$ cat config.mk
export PLATFORM = sky130hd
export DESIGN_NAME = bcd_seq_converter
export DESIGN_NICKNAME = d
export VERILOG_FILES = /design/src/rtl/bcd_seq_converter.sv
export SDC_FILE = /design/constraint.sdc
export NUM_CORES = 1
export LEC_CHECK = 0
export ABC_AREA = 0
export BUFFER_PORTS_ARGS = -buffer_cell sky130_fd_sc_hd__buf_2
export CAP_MARGIN = 0
export CORE_UTILIZATION = 55
export DETAILED_ROUTE_END_ITERATION = 16
export GPL_ROUTABILITY_DRIVEN = 0
export PLACE_DENSITY = 0.84
export SLEW_MARGIN = 10
export SYNTH_ARGS = -nofsm -noshare
export SYNTH_HDL_FRONTEND = slang
export SYNTH_SLANG_ARGS = --single-unit
$ cat constraint.sdc
create_clock -name clock -period 5.25 [get_ports clock]
set_input_delay 0.525 -clock clock [delete_from_list [all_inputs] [get_ports clock]]
set_output_delay 0.525 -clock clock [all_outputs]
set_load 0.05 [all_outputs]
$ cat src/rtl/bcd_seq_converter.sv
// Sequential binary-to-BCD converter: one double-dabble iteration per clock,
// eight registered BCD digits plus sign/overflow held stable between conversions.
module bcd_seq_converter #(
  parameter bit SIGNED_IN = 1'b1
) (
  input  logic        clock,
  input  logic        reset,
  input  logic        in_valid,
  input  logic [31:0] in_data,
  output logic        in_ready,
  output logic        done,
  output logic        neg,
  output logic        ovf,
  output logic [31:0] bcd_out
);

  typedef enum logic [1:0] {
    IDLE = 2'd0,
    CONV = 2'd1,
    DONE = 2'd2
  } state_t;

  state_t      r_state;
  logic [31:0] r_shift;
  logic [39:0] r_acc;
  logic [4:0]  r_cnt;
  logic        r_pend_neg;
  logic        r_in_ready;
  logic        r_done;
  logic        r_neg;
  logic        r_ovf;
  logic [31:0] r_bcd;

  logic [39:0] w_acc_adj;
  logic [39:0] w_acc_next;
  logic [31:0] w_shift_next;
  logic [31:0] w_mag;
  logic        w_neg_in;

  // Add 3 to every digit of 5 or more so the following shift carries correctly.
  function automatic logic [39:0] add3_adjust(input logic [39:0] acc);
    logic [39:0] res;
    res = acc;
    for (int i = 0; i < 10; i++) begin
      if (acc[4*i +: 4] >= 4'd5) begin
        res[4*i +: 4] = acc[4*i +: 4] + 4'd3;
      end else begin
        res[4*i +: 4] = acc[4*i +: 4];
      end
    end
    return res;
  endfunction

  // Iteration datapath and input magnitude/sign extraction.
  always_comb begin
    w_acc_adj    = add3_adjust(r_acc);
    w_acc_next   = {w_acc_adj[38:0], r_shift[31]};
    w_shift_next = {r_shift[30:0], 1'b0};
    if (SIGNED_IN && in_data[31]) begin
      w_mag    = ~in_data + 32'd1;
      w_neg_in = 1'b1;
    end else begin
      w_mag    = in_data;
      w_neg_in = 1'b0;
    end
  end

  // Control FSM; the last iteration is registered straight into the outputs.
  always_ff @(posedge clock) begin
    if (reset) begin
      r_state    <= IDLE;
      r_shift    <= 32'd0;
      r_acc      <= 40'd0;
      r_cnt      <= 5'd0;
      r_pend_neg <= 1'b0;
      r_in_ready <= 1'b1;
      r_done     <= 1'b0;
      r_neg      <= 1'b0;
      r_ovf      <= 1'b0;
      r_bcd      <= 32'd0;
    end else begin
      case (r_state)
        IDLE: begin
          r_done <= 1'b0;
          if (in_valid) begin
            r_shift    <= w_mag;
            r_pend_neg <= w_neg_in;
            r_acc      <= 40'd0;
            r_cnt      <= 5'd0;
            r_in_ready <= 1'b0;
            r_state    <= CONV;
          end else begin
            r_in_ready <= 1'b1;
          end
        end
        CONV: begin
          r_acc   <= w_acc_next;
          r_shift <= w_shift_next;
          r_cnt   <= r_cnt + 5'd1;
          if (r_cnt == 5'd31) begin
            r_bcd   <= w_acc_next[31:0];
            r_ovf   <= |w_acc_next[39:32];
            r_neg   <= r_pend_neg;
            r_done  <= 1'b1;
            r_state <= DONE;
          end else begin
            r_done <= 1'b0;
          end
        end
        DONE: begin
          r_done     <= 1'b0;
          r_in_ready <= 1'b1;
          r_state    <= IDLE;
        end
        default: begin
          r_done     <= 1'b0;
          r_in_ready <= 1'b1;
          r_state    <= IDLE;
        end
      endcase
    end
  end

  assign in_ready = r_in_ready;
  assign done     = r_done;
  assign neg      = r_neg;
  assign ovf      = r_ovf;
  assign bcd_out  = r_bcd;

endmodule

==> key figures, run 1 <==
Detailed routing
  • Drt drc: 0
  • Vias: roughly 5,400
  • Drt total wl: about 14 mm
  • Final ANT Viol Nets: 0
  • DR WL/cell: 15.7 um
  • 1st-pass router iterations: 5
  • Via density: between 6 and 7
  • DRT iter0 DRCs: 406

Floorplan
  • Die area: about 11,000 um2
  • Die Ht: 105 um
  • Width of the chip: around 100 um
  • Site row count: 37
  • Initial Util: 56.4%
  • I/O pins: 71
  • Total core area: slightly above 10,000 um2

Critical path
  • Worst path buffer plus inverter count: 2
  • CP top delay family: simple AND/OR/NAND/NOR gates
  • CP Capture Type: flip-flop
  • Worst EP arrival: approximately 2.7 ns
  • CP max stage cell: or4b_2
  • Reg2reg path depth: 6
  • Critical Path, Cell by Cell: buf_2, inv_1, ha_1, or4b_2, nor4_1, a31oi_1, xnor2_1, o22ai_1
  • Worst Setup Start Kind: input pin
  • RR Startpoint: r_state[0]
  • CP required: approximately 5.6 ns
  • Kind of critical path: in -> reg
  • CP peak stage delay: ~0.66 ns
  • Crit-path max FO: 4
  • WP depth: 8
  • Worst setup path startpoint: in_data[1]

Global routing
  • First-pass GRT wire length: 23.7 mm
  • Largest net degree at the start of global routing: between 70 and 80
  • GRT Util Overall: a little over a quarter
  • Antenna violations before repair: 0
  • Vias in the first global route: between 5,000 and 6,000
  • Total gr overflow: 0

Timing
  • Max-slew violations: 0
  • Final setup violation count: 0
  • Post-layout min period: approximately 2.3 ns
  • RSZ-0062 raised after global routing: no
  • Worst-Margin Slew: ~1.2 ns
  • Final hold slack: ~0.31 ns
  • Final hold viol count: 0
  • Setup TNS: 0 ns
  • Slew margin rel.: between 20 and 25%
  • Layout Skew: around 0.012 ns
  • Final period utilization: about 44%
  • Fmax: approximately 0.43 GHz

Yosys
  • Cells after Synth: 693
  • Ys Warns: 0
  • Mapped Nets: between 700 and 800
  • Yosys reg bits: around 120
  • Synthesized area: about 5800 um2
  • Sequential element share of the synthesized area: between 40% and 50%
  • Synthesized area per cell: 8.37 um2
  • Distinct cells, synth: 48

Clocking
  • TritonCTS Sinks: between 100 and 150
  • Clk slew on worst S/H paths: about 0.060 ns
  • CTS resizes: 0
  • Clock Path Buffers: 2
  • CTS buffer count: 17
  • Cts hold-fix bufs: 0
  • Clock Root Buffer: clkbuf_8
  • Post-CTS Setup Inserts: 0
  • CTS tree: yes
  • H-tree depth: 4
  • Worst-skew pair later-pin latency: 0.53 ns

Status
  • Status: finished, final reports clean

Cells and area
  • Post-route cell area: between 6000 and 7000 um2
  • Commonest non-fill, non-tap cell in the layout: dfxtp_1
  • Number of diodes: 0
  • Synth-to-layout area growth: 17.5%
  • Final Net Count: 800
  • Layout cells sized above 1: approximately 15%
  • Most frequent cells in the layout: dfxtp_1, buf_2, nand2_1

Min path
  • Worst hold stages: 3
  • Hold_sp: in_data[29]
  • Hold crit path type: in -> reg

Pwr
  • PD cells: 337 nW/um2
  • Leak: around 0.0025 uW
  • VDD IR max: ~0.17 mV

Flow run
  • Max Cap Viol: 0

Placed design
  • DP Wirelength: roughly 8.7 mm
  • I/O Buffers: 70
  • Area after DPL: slightly above 6000 um2
-- area by class of cell --
type	count	area (um2)
Multi-Input combinational cell	507	3200
Tap cell	136	170
Fill cell	859	3460
Inverter	24	90.1
Timing Repair Buffer	76	398
Clock inverter	14	201
Clock buffer	18	428
Sequential cell	116	2320
-- worst reg2reg max path, stage by stage (launching register included) --
cell,delay (ns)
dfxtp_1,0.41
nor2b_4,0.66
and2_1,0.25
buf_4,0.36
nand3_1,0.17
nor3_1,0.21
a311oi_1,0.11
-- power breakdown --
part           internal, uW  total (uW)  switching, uW
Clock                   789        1220            434
Sequential              903         917           14.0
Combinational          54.2         158            104
Total                  1750        2300            551
-- through the flow --
step / setup slack (ns) / util, % / cells / total power [uW]
after floorplan: 2.88 / - / 693 / 1040
after global placement: 2.56 / 60.2 / 859 / 1090
after detailed placement: 2.46 / 60.2 / 859 / 1090
after CTS: 2.99 / 66.3 / 891 / 2310
after global routing: 2.72 / 66.3 / 891 / 2370
final: 2.92 / 66.3 / 891 / 2300
-- cells in the mapped netlist, drive strengths merged --
cell | instances | area [um2]
ha | 23 | 288
nor3b | 10 | 75.1
or3 | 6 | 38.8
a21oi | 49 | 245
xnor2 | 18 | 158
nand3 | 14 | 70.1
nor4b | 1 | 8.76
a31oi | 4 | 25.0
a21o | 2 | 15.0
a222oi | 4 | 40.0
a311oi | 1 | 8.76
or3b | 1 | 8.76
nor3 | 21 | 105
a211o | 1 | 8.76
or4 | 4 | 33.8
and2 | 1 | 6.26
a22oi | 59 | 443
o21ai | 37 | 185
nor2 | 60 | 225
o21bai | 1 | 7.51
clkbuf | 35 | 131
buf | 11 | 71.3
a211oi | 9 | 67.6
nand2b | 23 | 144
dfxtp | 116 | 2320
nand4 | 2 | 12.5
and3 | 1 | 6.26
inv | 24 | 90.1
mux2i | 9 | 90.1
or2 | 1 | 6.26
nor2b | 3 | 18.8
o41ai | 6 | 78.8
o31ai | 11 | 82.6
o22ai | 26 | 163
xor2 | 21 | 184
nor4 | 6 | 37.5
o211ai | 2 | 15.0
or4b | 2 | 20.0
nand2 | 66 | 248
nand3b | 2 | 15.0
-- state kept, by name, summed over array words and instances, names as in the netlist --
signal / count
bcd_out: 32
neg: 1
in_ready: 1
r_shift: 32
r_cnt: 5
r_acc: 40
done: 1
r_state: 2
r_pend_neg: 1
ovf: 1
-- final timing paths --
check / endpoint / slack [ns]
worst min register to register: bcd_out[9] / 0.45
worst max-delay path: r_shift[28] / 2.92
worst max register to register: ovf / 2.95
worst min-delay path: r_shift[29] / 0.31
-- layer usage --
metal	vias to the layer above	GRT usage, %	share of wire, %
met4	0	13.8	2.3
met3	33	6.11	4.9
li1	2605	-	-
met2	181	45.3	51
met1	2576	31.5	42
met5	-	0	0
-- kinds of logic (layout without fill, tap and decap cells) --
group	count (synthesis)	in the layout	synth area share, %
AOI/OAI and AO/OA	212	212	23.9
and+or+nand+nor	224	224	18.6
muxes	9	9	1.55
DFF	116	116	40.0
buffers and inverters	70	132	5.05
adders and majority gates	23	23	4.96
xor gates and xnor gates	39	39	5.89
Note: power is estimated with default switching activity, not from simulation.
==> inputs of run 2 (changes only) <==
==> constraint.sdc (replaced) <==
create_clock -name clock -period 2.2 [get_ports clock]
set_input_delay 0.22 -clock clock [delete_from_list [all_inputs] [get_ports clock]]
set_output_delay 0.22 -clock clock [all_outputs]
set_load 0.05 [all_outputs]
==> run 2 against run 1 <==
  * Sequential power increased by 140%
  * Via count increased by 0.44%
  * Total power increased by 140%
  * First-iteration DRC count increased by 5.9%
  * Clock skew decreased by 0.0037 ns
  * Flip-flop and latch count unchanged
  * Global-route usage decreased by 0.77 points
  * Wire length decreased by 1.2%
  * Sequential share of layout area decreased by 0.79 points
  * Core utilization increased by 1.6 points
  * Register-to-register slack got worse by 2.6 ns
  * Clock-buffer cell count increased by 2
==> key figures, run 2 (synthesized netlist as in run 1, its figures left out) <==
Status
  • Status: finished, final reports clean

Cells and area
  • Commonest non-fill, non-tap cell in the layout: dfxtp_1
  • Final Net Count: approximately 820
  • Non-filler cells, final: around 910
  • Max FFs per register: 40
  • Synth-to-layout area growth: 20.3%
  • Post-route cell area: about 7000 um2
  • Most frequent cells in the layout: dfxtp_1, buf_2, nand2_1
  • Layout cells sized above 1: about 17%
  • Most flops, register: r_acc
  • Number of diodes: 0

Floorplan
  • Total core area: between 10,000 and 15,000 um2
  • Site row count: 37
  • Die area: around 11,000 um2
  • Initial Util: 56.4%
  • I/O pins: 71
  • Die Ht: approximately 100 um
  • Width of the chip: 105 um

Critical path
  • Worst path buffer plus inverter count: 2
  • Worst Setup Start Kind: input pin
  • CP required: between 2 and 3 ns
  • Crit-path max FO: 4
  • CP peak stage delay: roughly 0.6 ns
  • Worst EP arrival: roughly 2.3 ns
  • CP max stage cell: or4_1
  • Worst setup path startpoint: in_data[26]
  • CP top delay family: simple AND/OR/NAND/NOR gates
  • Critical Path, Cell by Cell: dlygate4sd3_1, buf_2, or4_1, or3_1, o31ai_1, xor2_1, o22ai_1
  • CP Capture Type: flip-flop
  • Kind of critical path: in -> reg
  • RR Startpoint: r_cnt[0]

Global routing
  • Largest net degree at the start of global routing: 64
  • Total gr overflow: 0
  • Antenna violations before repair: 0
  • Vias in the first global route: between 5,000 and 6,000
  • GRT Util Overall: between 20 and 30%
  • First-pass GRT wire length: ~23 mm

Timing
  • Slew margin rel.: 44.7%
  • Final setup violation count: 0
  • Worst setup slack after layout: 0.238 ns
  • Max-slew violations: 0
  • Worst-Margin Slew: between 0.8 and 0.9 ns
  • Layout Skew: approximately 0.0083 ns
  • Final period utilization: between 80% and 90%
  • Final hold viol count: 0
  • Fmax: 0.510 GHz
  • RSZ-0062 raised after global routing: no
  • Post-layout min period: a little under 2 ns

Min path
  • Hold crit path type: in -> reg
  • Hold_sp: in_data[29]

Clocking
  • CTS tree: yes
  • CTS buffer count: 17
  • CTS resizes: 0
  • Clock Path Buffers: 2
  • TritonCTS Sinks: approximately 120
  • Clk slew on worst S/H paths: 0.06 ns
  • H-tree depth: 4
  • Worst-skew pair later-pin latency: 0.52 ns
  • Clock Root Buffer: clkbuf_8
  • Post-CTS Setup Inserts: 0

Detailed routing
  • Vias: around 5,400
  • Via density: approximately 6
  • Drt drc: 0
  • DR WL/cell: 15.2 um
  • 1st-pass router iterations: 5
  • Final ANT Viol Nets: 0
  • Drt total wl: 13.8 mm
  • DRT iter0 DRCs: 430

Placed design
  • Post-place setup slack: -0.157 ns
  • Area after DPL: ~6300 um2
  • Inst Count DP: 875
  • DP Wirelength: 8.89 mm
  • I/O Buffers: 70

Pwr
  • PD cells: 784 nW/um2
  • Leak: ~0.0026 uW
  • VDD IR max: between 0.4 and 0.5 mV

Flow run
  • Max Cap Viol: 0
-- run 2: changes by cell type in the layout (fill, tap and decap cells not counted) --
| cell | change |
|---|---|
| buf_4 | +13 |
| buf_12 | +3 |
| clkbuf_8 | +1 |
| inv_6 | -2 |
| clkinvlp_4 | +2 |
| dlygate4sd3_1 | +1 |
| clkbuf_1 | +1 |
| clkinv_4 | -3 |
| clkinv_2 | +1 |
-- run 2: tightest hold or removal path, delay by kind of cell --
family                    cells  cell delay (ns)
buffers and inverters         1             0.09
xor gates and xnor gates      1             0.07
AOI/OAI and AO/OA             1             0.11
-- run 2: layout make-up --
class                      count  area [um2]
clock buffer                  20         445
inverter                      24        90.1
sequential                   116        2320
timing repair buffer          93         566
tap                          136         170
multi-input combinational    507        3200
fill                         804        3300
clock inverter                12         178
-- run 2: timing repair --
item                       in CTS  in global routing
hold buffers                    1                  0
hold endpoints to repair        1                  0
setup endpoints to repair       0                  0
-- run 2: per-stage QoR --
stage	utilization (%)	power (uW)	TNS [ns]	hold WS, ns
floorplan	-	2480	0	0.368
global placement	61.7	2610	-0.121	0.440
detailed placement	61.7	2620	-0.965	0.446
CTS	67.9	5480	0	0.00246
global route	67.9	5610	0	0.0288
finish	67.9	5470	0	0.0123
-- run 2: metal layers --
metal	routed length, um	share of wire [%]	GRT usage [%]
met3	691	5.0	5.93
met2	6920	50	45.5
met5	0	0	0
met4	341	2.5	12.7
met1	5880	43	29.7
-- run 2: final timing paths --
check,to,slack [ns],cells past startpoint
worst max-delay path,r_shift[29],0.24,7
worst min-delay path,r_shift[29],0.01,3
worst max register to register,bcd_out[15],0.34,7
worst min register to register,bcd_out[9],0.45,2
-- run 2: power by group --
group / internal (uW) / leakage (uW) / switching [uW]
Clock: 1900 / 0.000294 / 982
Sequential: 2160 / 0.000940 / 32.0
Combinational: 151 / 0.00140 / 247
Total: 4210 / 0.00263 / 1260
